<file path="config.mk">
export PLATFORM = sky130hd
export DESIGN_NAME = dataflow_actor_scheduler_flat
export DESIGN_NICKNAME = d
export VERILOG_FILES = /design/src/rtl/dataflow_actor_scheduler_if.sv /design/src/rtl/dataflow_actor_scheduler.sv /design/src/flat_wrapper.sv
export SDC_FILE = /design/constraint.sdc
export NUM_CORES = 1
export LEC_CHECK = 0
export ABC_AREA = 1
export BUFFER_PORTS_ARGS = -buffer_cell sky130_fd_sc_hd__buf_2
export CAP_MARGIN = 20
export CORE_UTILIZATION = 45
export CTS_CLUSTER_DIAMETER = 80
export DETAILED_ROUTE_END_ITERATION = 8
export HOLD_SLACK_MARGIN = 0.15
export PLACE_DENSITY = 0.73
export SLEW_MARGIN = 5
export SYNTH_ARGS = -nofsm -noshare
export SYNTH_HDL_FRONTEND = slang
export SYNTH_SLANG_ARGS = --single-unit
export TNS_END_PERCENT = 1
</file>
<file path="constraint.sdc">
create_clock -name clk -period 2.05 [get_ports clk]
set_input_delay 0.1025 -clock clk [delete_from_list [all_inputs] [get_ports clk]]
set_output_delay 0.1025 -clock clk [all_outputs]
set_load 0.01 [all_outputs]
</file>
<file path="src/rtl/dataflow_actor_scheduler_if.sv">
// Scheduler bus: run control, actor enable/fc inputs,
// invoke pulses and run status.
interface dataflow_actor_scheduler_if #(
  parameter int num_actors = 4,
  parameter int cnt_width  = 16
);
  localparam int idx_w = $clog2(num_actors);

  logic                  start;
  logic [num_actors-1:0] enable;
  logic [num_actors-1:0] fc;
  logic [num_actors-1:0] invoke;
  logic [idx_w-1:0]      current;
  logic                  busy;
  logic                  done;
  logic                  error;
  logic [cnt_width-1:0]  firing_count;

  modport master (
    output start,
    output enable,
    output fc,
    input  invoke,
    input  current,
    input  busy,
    input  done,
    input  error,
    input  firing_count
  );

  modport slave (
    input  start,
    input  enable,
    input  fc,
    output invoke,
    output current,
    output busy,
    output done,
    output error,
    output firing_count
  );
endinterface

</file>
<file path="src/rtl/dataflow_actor_scheduler.sv">
// Round-robin enable/invoke scheduler for a group of
// dataflow actors; one firing in flight at a time.
module dataflow_actor_scheduler #(
  parameter int num_actors = 4,
  parameter int cnt_width  = 16,
  parameter int timeout    = 1024
) (
  input logic clk,
  input logic rst,
  dataflow_actor_scheduler_if.slave bus
);
  localparam int idx_w  = $clog2(num_actors);
  localparam int miss_w = $clog2(num_actors + 1);
  localparam int wd_w   = (timeout > 1) ? $clog2(timeout) : 1;
  localparam int wd_lim = (timeout > 0) ? timeout - 1 : 0;

  localparam logic [2:0] IDLE  = 3'd0;
  localparam logic [2:0] CHECK = 3'd1;
  localparam logic [2:0] FIRE  = 3'd2;
  localparam logic [2:0] WAIT  = 3'd3;
  localparam logic [2:0] DONE  = 3'd4;

  localparam logic [idx_w-1:0]  last_idx  = idx_w'(num_actors - 1);
  localparam logic [miss_w-1:0] full_miss = miss_w'(num_actors);
  localparam logic [wd_w-1:0]   wd_last   = wd_w'(wd_lim);
  localparam logic              wd_on     = (timeout > 0);

  logic [2:0]            state, state_d;
  logic [idx_w-1:0]      current, current_d, cur_inc;
  logic [miss_w-1:0]     miss, miss_d, miss_inc;
  logic [wd_w-1:0]       wd, wd_d;
  logic [cnt_width-1:0]  count, count_d;
  logic                  error, error_d;
  logic [num_actors-1:0] invoke, invoke_d;
  logic                  busy, busy_d;
  logic                  done, done_d;

  assign cur_inc  = (current == last_idx) ? '0
                  : current + idx_w'(1);
  assign miss_inc = miss + miss_w'(1);

  // Next-state and next-output decode for the scheduler FSM.
  always_comb begin
    state_d   = state;
    current_d = current;
    miss_d    = miss;
    wd_d      = wd;
    count_d   = count;
    error_d   = error;
    unique case (state)
      IDLE: begin
        if (bus.start) begin
          state_d   = CHECK;
          current_d = '0;
          miss_d    = '0;
          count_d   = '0;
          error_d   = 1'b0;
        end
      end
      CHECK: begin
        if (bus.enable[current]) begin
          state_d = FIRE;
        end else begin
          current_d = cur_inc;
          miss_d    = miss_inc;
          if (miss_inc == full_miss) state_d = DONE;
        end
      end
      FIRE: begin
        state_d = WAIT;
        miss_d  = '0;
        wd_d    = '0;
      end
      WAIT: begin
        if (bus.fc[current]) begin
          state_d   = CHECK;
          current_d = cur_inc;
          if (count != '1) count_d = count + cnt_width'(1);
        end else if (wd_on && wd == wd_last) begin
          state_d = DONE;
          error_d = 1'b1;
        end else if (wd_on) begin
          wd_d = wd + wd_w'(1);
        end
      end
      DONE: begin
        state_d = IDLE;
      end
      default: begin
        state_d = IDLE;
      end
    endcase
    invoke_d = '0;
    if (state_d == FIRE)
      invoke_d = {{(num_actors-1){1'b0}}, 1'b1} << current_d;
    busy_d = (state_d == CHECK) || (state_d == FIRE)
          || (state_d == WAIT);
    done_d = (state_d == DONE);
  end

  // Register state and all outputs; reset abandons any firing.
  always_ff @(posedge clk or negedge rst) begin
    if (!rst) begin
      state   <= IDLE;
      current <= '0;
      miss    <= '0;
      wd      <= '0;
      count   <= '0;
      error   <= 1'b0;
      invoke  <= '0;
      busy    <= 1'b0;
      done    <= 1'b0;
    end else begin
      state   <= state_d;
      current <= current_d;
      miss    <= miss_d;
      wd      <= wd_d;
      count   <= count_d;
      error   <= error_d;
      invoke  <= invoke_d;
      busy    <= busy_d;
      done    <= done_d;
    end
  end

  assign bus.invoke       = invoke;
  assign bus.current      = current;
  assign bus.busy         = busy;
  assign bus.done         = done;
  assign bus.error        = error;
  assign bus.firing_count = count;
endmodule

</file>
<file path="src/flat_wrapper.sv">
// flat-port wrapper written by rule: the top's interface ports become plain ports
module dataflow_actor_scheduler_flat 
#(
  parameter int num_actors = 4,
  parameter int cnt_width  = 16,
  parameter int timeout    = 1024
)
  (clk, rst, bus_start, bus_enable, bus_fc, bus_invoke, bus_current, bus_busy, bus_done, bus_error, bus_firing_count);
  dataflow_actor_scheduler_if #(.num_actors(num_actors), .cnt_width(cnt_width)) bus_i ();
  input logic clk;
  input logic rst;
  input wire logic [$bits(bus_i.start)-1:0] bus_start;
  input wire logic [$bits(bus_i.enable)-1:0] bus_enable;
  input wire logic [$bits(bus_i.fc)-1:0] bus_fc;
  output wire logic [$bits(bus_i.invoke)-1:0] bus_invoke;
  output wire logic [$bits(bus_i.current)-1:0] bus_current;
  output wire logic [$bits(bus_i.busy)-1:0] bus_busy;
  output wire logic [$bits(bus_i.done)-1:0] bus_done;
  output wire logic [$bits(bus_i.error)-1:0] bus_error;
  output wire logic [$bits(bus_i.firing_count)-1:0] bus_firing_count;
  assign bus_i.start = bus_start;
  assign bus_i.enable = bus_enable;
  assign bus_i.fc = bus_fc;
  assign bus_invoke = bus_i.invoke;
  assign bus_current = bus_i.current;
  assign bus_busy = bus_i.busy;
  assign bus_done = bus_i.done;
  assign bus_error = bus_i.error;
  assign bus_firing_count = bus_i.firing_count;
  dataflow_actor_scheduler #(.num_actors(num_actors), .cnt_width(cnt_width), .timeout(timeout)) u_core (.clk(clk), .rst(rst), .bus(bus_i));
endmodule
</file>
== Yosys cells after proc, flatten, opt, wreduce, memory -nomap -nowiden ==
Index checks and enable logic that the tools add are counted.

* Memories: 0
* Bits in latches: 0
* Memory bits (read-only): 0
* Flip-flop bits (word level): 41
* Logic and storage cells: 73
* Bits of input ports: 11
* Bits in writable memories: 0

* Equal/unequal tests: 18
* Bitwise gates (word level): 0
* Muxes and demuxes: 30
* Div/mod/pow operators: 0
* Shift-type cells: 1
* Reductions and logical operators: 10
* $add $sub $neg: 4
* Order comparisons: 1
* Multipliers: 0

{| class="wikitable"
|+ Operator list
! kind !! count
|-
| 16-bit 2-to-1 mux || 3
|-
| 16-bit case mux with 2 select lines || 1
|-
| 3-bit 2-to-1 mux || 7
|-
| 10-bit 2-to-1 mux || 2
|-
| 10-bit case mux with 2 select lines || 1
|-
| 16-bit by 1-bit adder with 16-bit output (second input constant) || 1
|-
| 16-bit != test (second input constant) || 1
|-
| 3-bit by 2-bit equality test with 1-bit output (second input constant) || 4
|-
| 3-bit case mux with 4 select lines || 1
|-
| 10-bit by 1-bit adder with 10-bit output (second input constant) || 1
|-
| 10-bit equality test (second input constant) || 1
|-
| 3-bit case mux with 3 select lines || 1
|-
| 2-bit 2-to-1 mux || 4
|-
| 2-bit != test (second input constant) || 4
|-
| 4-bit AND reduction || 2
|-
| 3-bit by 1-bit equality test with 1-bit output (second input constant) || 2
|-
| 3-bit equality test (second input constant) || 2
|-
| 2-bit by 1-bit != test with 1-bit output (second input constant) || 3
|-
| 2-bit case mux with 3 select lines || 1
|-
| 3-bit AND reduction || 2
|-
| 1-bit 2-to-1 mux || 5
|-
| 1-bit binary-select mux with 2-bit select || 2
|-
| 4-bit 2-to-1 mux || 1
|-
| 2-bit nonzero test || 2
|-
| 9 further kinds || 10
|}

== Logic depth before layout (Yosys ltp) ==
* Word-level depth: 8
* Depth in mapped cells: 11
* Mapped depth without buffers: 10

== Worst setup path before layout ==
No wires, ideal clock.

* Path type: reg2reg
* Start: register u_core.count[0], in the netlist u_core.bus.firing_count[0]
* End: register u_core.count[0], in the netlist u_core.bus.firing_count[0]
* Setup time: 74 ps
* Setup slack: 534 ps
* Period minus slack after synthesis: 1516 ps
* Cell stages (with the launch flop): 11
* Data required time: 1976 ps
* Arrival time: 1442 ps
* Path buffers: 1
* Cell sequence: dfrtp_1 > ha_1 > nand2_1 > inv_1 > nand2_2 > nor2_2 > nand4_2 > nand2_4 > buf_8 > nand2_1 > o21ai_2

* Cells in the longest elaborated chain, start to end: 4

{| class="wikitable"
|+ Ends and longest elaborated chain
! item !! line !! source
|-
| from (decl) || dataflow_actor_scheduler.sv:32 || <nowiki>logic [cnt_width-1:0] count, count_d;</nowiki>
|-
| from (signal assigned) || dataflow_actor_scheduler.sv:118 || <nowiki>count <= count_d;</nowiki>
|-
| 16-bit by 1-bit adder with 16-bit output || dataflow_actor_scheduler.sv:78 || <nowiki>if (count != '1) count_d = count + cnt_width'(1);</nowiki>
|-
| 16-bit 2-to-1 mux || dataflow_actor_scheduler.sv:78 ||
|-
| 16-bit 2-to-1 mux || dataflow_actor_scheduler.sv:75 || <nowiki>if (bus.fc[current]) begin</nowiki>
|-
| 16-bit case mux with 2 select lines || dataflow_actor_scheduler.sv:50 || <nowiki>unique case (state)</nowiki>
|}

Several ways; a longest one is shown, not always the timed one. The select of a mux whose other input is x is not followed.
A chain may end at the register's enable or synchronous reset.

== Worst setup path after layout ==
* Start: register u_core.count[0], in the netlist u_core.bus.firing_count[0]
* End: register u_core.count[4], in the netlist u_core.bus.firing_count[4]

Same word-level chain as after synthesis.

==> flow_summary.json <==
{
  "first_pass_iters": 4,
  "cts.root.buffer_cell": "clkbuf_8",
  "fin_crit_sh": 0.876,
  "vias_per_cell": 4.85,
  "drive_above_1_share": 0.171,
  "clk_pin_slew_ns": 0.08,
  "drc": 0,
  "clkLatencyLatePin_ns": 0.29,
  "cpMostUsedCell": "nand2_1",
  "hold_violations": 0,
  "areaGrowthSynthToFinish_pct": 13.9,
  "grt_pass1_wl_um": 9500,
  "cp.depth": 10,
  "yosys_register_bits": 41,
  "critPathTopFamily": "simple AND/OR/NAND/NOR gates",
  "p_per_area_nw_per_um2": 1060,
  "synth_ff_type": "dfrtp_1",
  "place_congestion": 0.865,
  "drv_slew": 0,
  "fin_nets": 400,
  "yosysUniqueCellTypes": 29,
  "syn_inst": 346,
  "setup_ws_ns": 0.255,
  "cts_tree": "built",
  "worstPathArrival_ns": 1.97,
  "maxCapViolCount": 0,
  "synth.avg_cell_area_um2": 7.31,
  "fin_tns_setup_ns": 0,
  "clock.fmax_mhz": 557,
  "dieHeight_um": 77.0,
  "whs_ns": 0.171,
  "postRouteAntennaNets": 0,
  "timing.rr.end": "u_core.bus.firing_count[4]",
  "synth_edf_count": 0,
  "peakVddDrop_mv": 0.626,
  "worstPathRequired_ns": 2.23,
  "first_iter_violations": 157,
  "start_kind": "flop",
  "dp_slack_ns": 0.241,
  "final_cell_mix": "114 x nand2_1, 45 x inv_1, 41 x dfrtp_1, 35 x buf_2, 34 x nor2_1",
  "grt_setup_unrepaired": "false",
  "coreArea_um2": 5270,
  "yosysWarnings": 0,
  "port_buffers": 35,
  "status": "completed",
  "slew_headroom": 0.730,
  "worst-setup-path-type": "flop to flop",
  "cts-htree-levels": 2,
  "final_common_cell": "nand2_1",
  "critPathCapture": "u_core.bus.firing_count[4]",
  "crit_buf_inv": 2,
  "regToRegStartpoint": "u_core.bus.firing_count[0]",
  "hpwl_um": 4000,
  "crit_chain": "ha_1 > nand2_1 > inv_1 > nand2_2 > nor2_2 > nand4_2 > nand2_4 > inv_2 > nand2_1 > o21ai_1",
  "synth_fp_nets": 362,
  "finClkSkew_ns": 0.00555,
  "gr-total-overflow": 0,
  "netlist_area_um2": 2530,
  "grt_start_max_net_pins": 29,
  "r2r_cells": 10,
  "p_leak_nw": 1.51,
  "final.min_clock_period_ns": 1.80,
  "end_kind": "flop",
  "finalWirelength_um": 5330,
  "critical-path-max-stage-delay_ns": 0.43,
  "dr_total_vias": 2208,
  "worstMarginPinSlew_ns": 0.405,
  "grt_pass1_vias": 2093,
  "crit_fanout": 24,
  "slowest_stage": "dfrtp_1",
  "clock_sinks": 41,
  "initial_core_util": 0.480,
  "finalSetupViolCount": 0,
  "gr-usage-all-layers": 0.200,
  "cts_buffers": 5,
  "antenna_found_initial": 0,
  "synth.yosys.seq_area_share": 0.406,
  "avgRoutedWirePerCell_um": 11.7,
  "die_w_um": 77.0,
  "async_flop_share": 1.00,
  "crit_start": "u_core.bus.firing_count[0]",
  "ios": 36,
  "clk_path_buf_depth": 2,
  "num_rows": 26,
  "hp-class": "input port to flop",
  "rrSetupSlack_ns": 0.25,
  "num_antenna_cells": 0,
  "dieArea_um2": 5930
}
## how the worst min path moves through the flow
stage / start / endpoint / slack [ns] / cells after the start
global placement: rst / u_core.wd[3] / 0.01 / 1
global route: bus_start / u_core.bus.error / 0.18 / 4
detailed placement: rst / u_core.wd[3] / 0.01 / 1
finish: bus_start / u_core.bus.error / 0.17 / 4
CTS: bus_start / u_core.bus.error / 0.17 / 4
floorplan: rst / u_core.bus.busy / -0.19 / 0
## where the power goes
part | switching [W] | total, W | internal [W]
logic | 0.000861 | 0.00121 | 0.000347
clock network | 0.000290 | 0.000774 | 0.000484
registers | 0.000129 | 0.00106 | 0.000932
## synthesized netlist by cell type, types with 2 or more instances
cell,number,area share
o21ai_2,6,0.021
nand2_2,4,0.0099
dfrtp_1,41,0.41
nor2_1,34,0.050
nor2_2,3,0.0074
o21ai_0,8,0.016
buf_2,3,0.0059
a21oi_1,5,0.0099
o21ai_1,6,0.012
inv_2,2,0.0030
nand3_1,27,0.053
ha_1,5,0.025
nand2_1,114,0.17
inv_1,45,0.067
xor2_1,11,0.038
nand2_4,2,0.0089
nor3_1,8,0.016
nand4_1,10,0.025
xnor2_1,2,0.0069
## worst min-delay path: stages
cell and delay, ns:
buf_2 0.09, nand2_1 0.10, nand2_1 0.08, nand2_1 0.05
## area by class of cell
type                       instances  area (um^2)
multi-input combinational        252         1270
timing repair buffer              37          193
tap                               70         87.6
clock inverter                     3         65.1
clock buffer                       5         68.8
inverter                          47          176
fill                             537         2390
sequential                        41         1030
## cells by family after synthesis
family / Yosys count / synth area share
AO/OA/AOI/OAI: 25 / 0.0584
XOR/XNOR: 13 / 0.0450
adder cells (fa/ha/maj): 5 / 0.0247
buffers and inverters: 53 / 0.0940
flip-flops: 41 / 0.406
multiplexers: 1 / 0.00396
AND/OR/NAND/NOR: 208 / 0.368
## flip-flops by register name (all words and copies together) (netlist names)
| signal | flops |
|---|---|
| u_core.wd | 10 |
| u_core.bus.invoke | 4 |
| u_core.bus.error | 1 |
| u_core.bus.busy | 1 |
| u_core.bus.firing_count | 16 |
| u_core.state | 3 |
| u_core.bus.done | 1 |
| u_core.bus.current | 2 |
| u_core.miss | 3 |
## through the flow
step	std cells	total power (W)	util	instance area, um^2
after floorplan	346	0.00209	-	2530
after CTS	455	0.00307	0.547	2880
after detailed placement	446	0.00229	0.520	2740
after global placement	446	0.00226	0.520	2740
final	455	0.00304	0.547	2880
after global routing	455	0.00328	0.547	2880
## routing by layer
metal  global-route usage  share of wire  routed length, um  vias to the layer above
met5                    0              0                  0                        -
met4               0.0774          0.015                 80                        0
met3               0.0345          0.031                163                        7
met2                0.305           0.45               2380                       40
met1                0.280           0.51               2710                      997
li1                     -              -                  -                     1164
## repair_timing
action / in CTS / in global routing
hold buffers: 1 / 0
gates resized for setup: 0 / 0
endpoints found under the hold margin: 41 / 0
setup buffers: 0 / 0
Note: power is estimated with default switching activity, not from simulation.
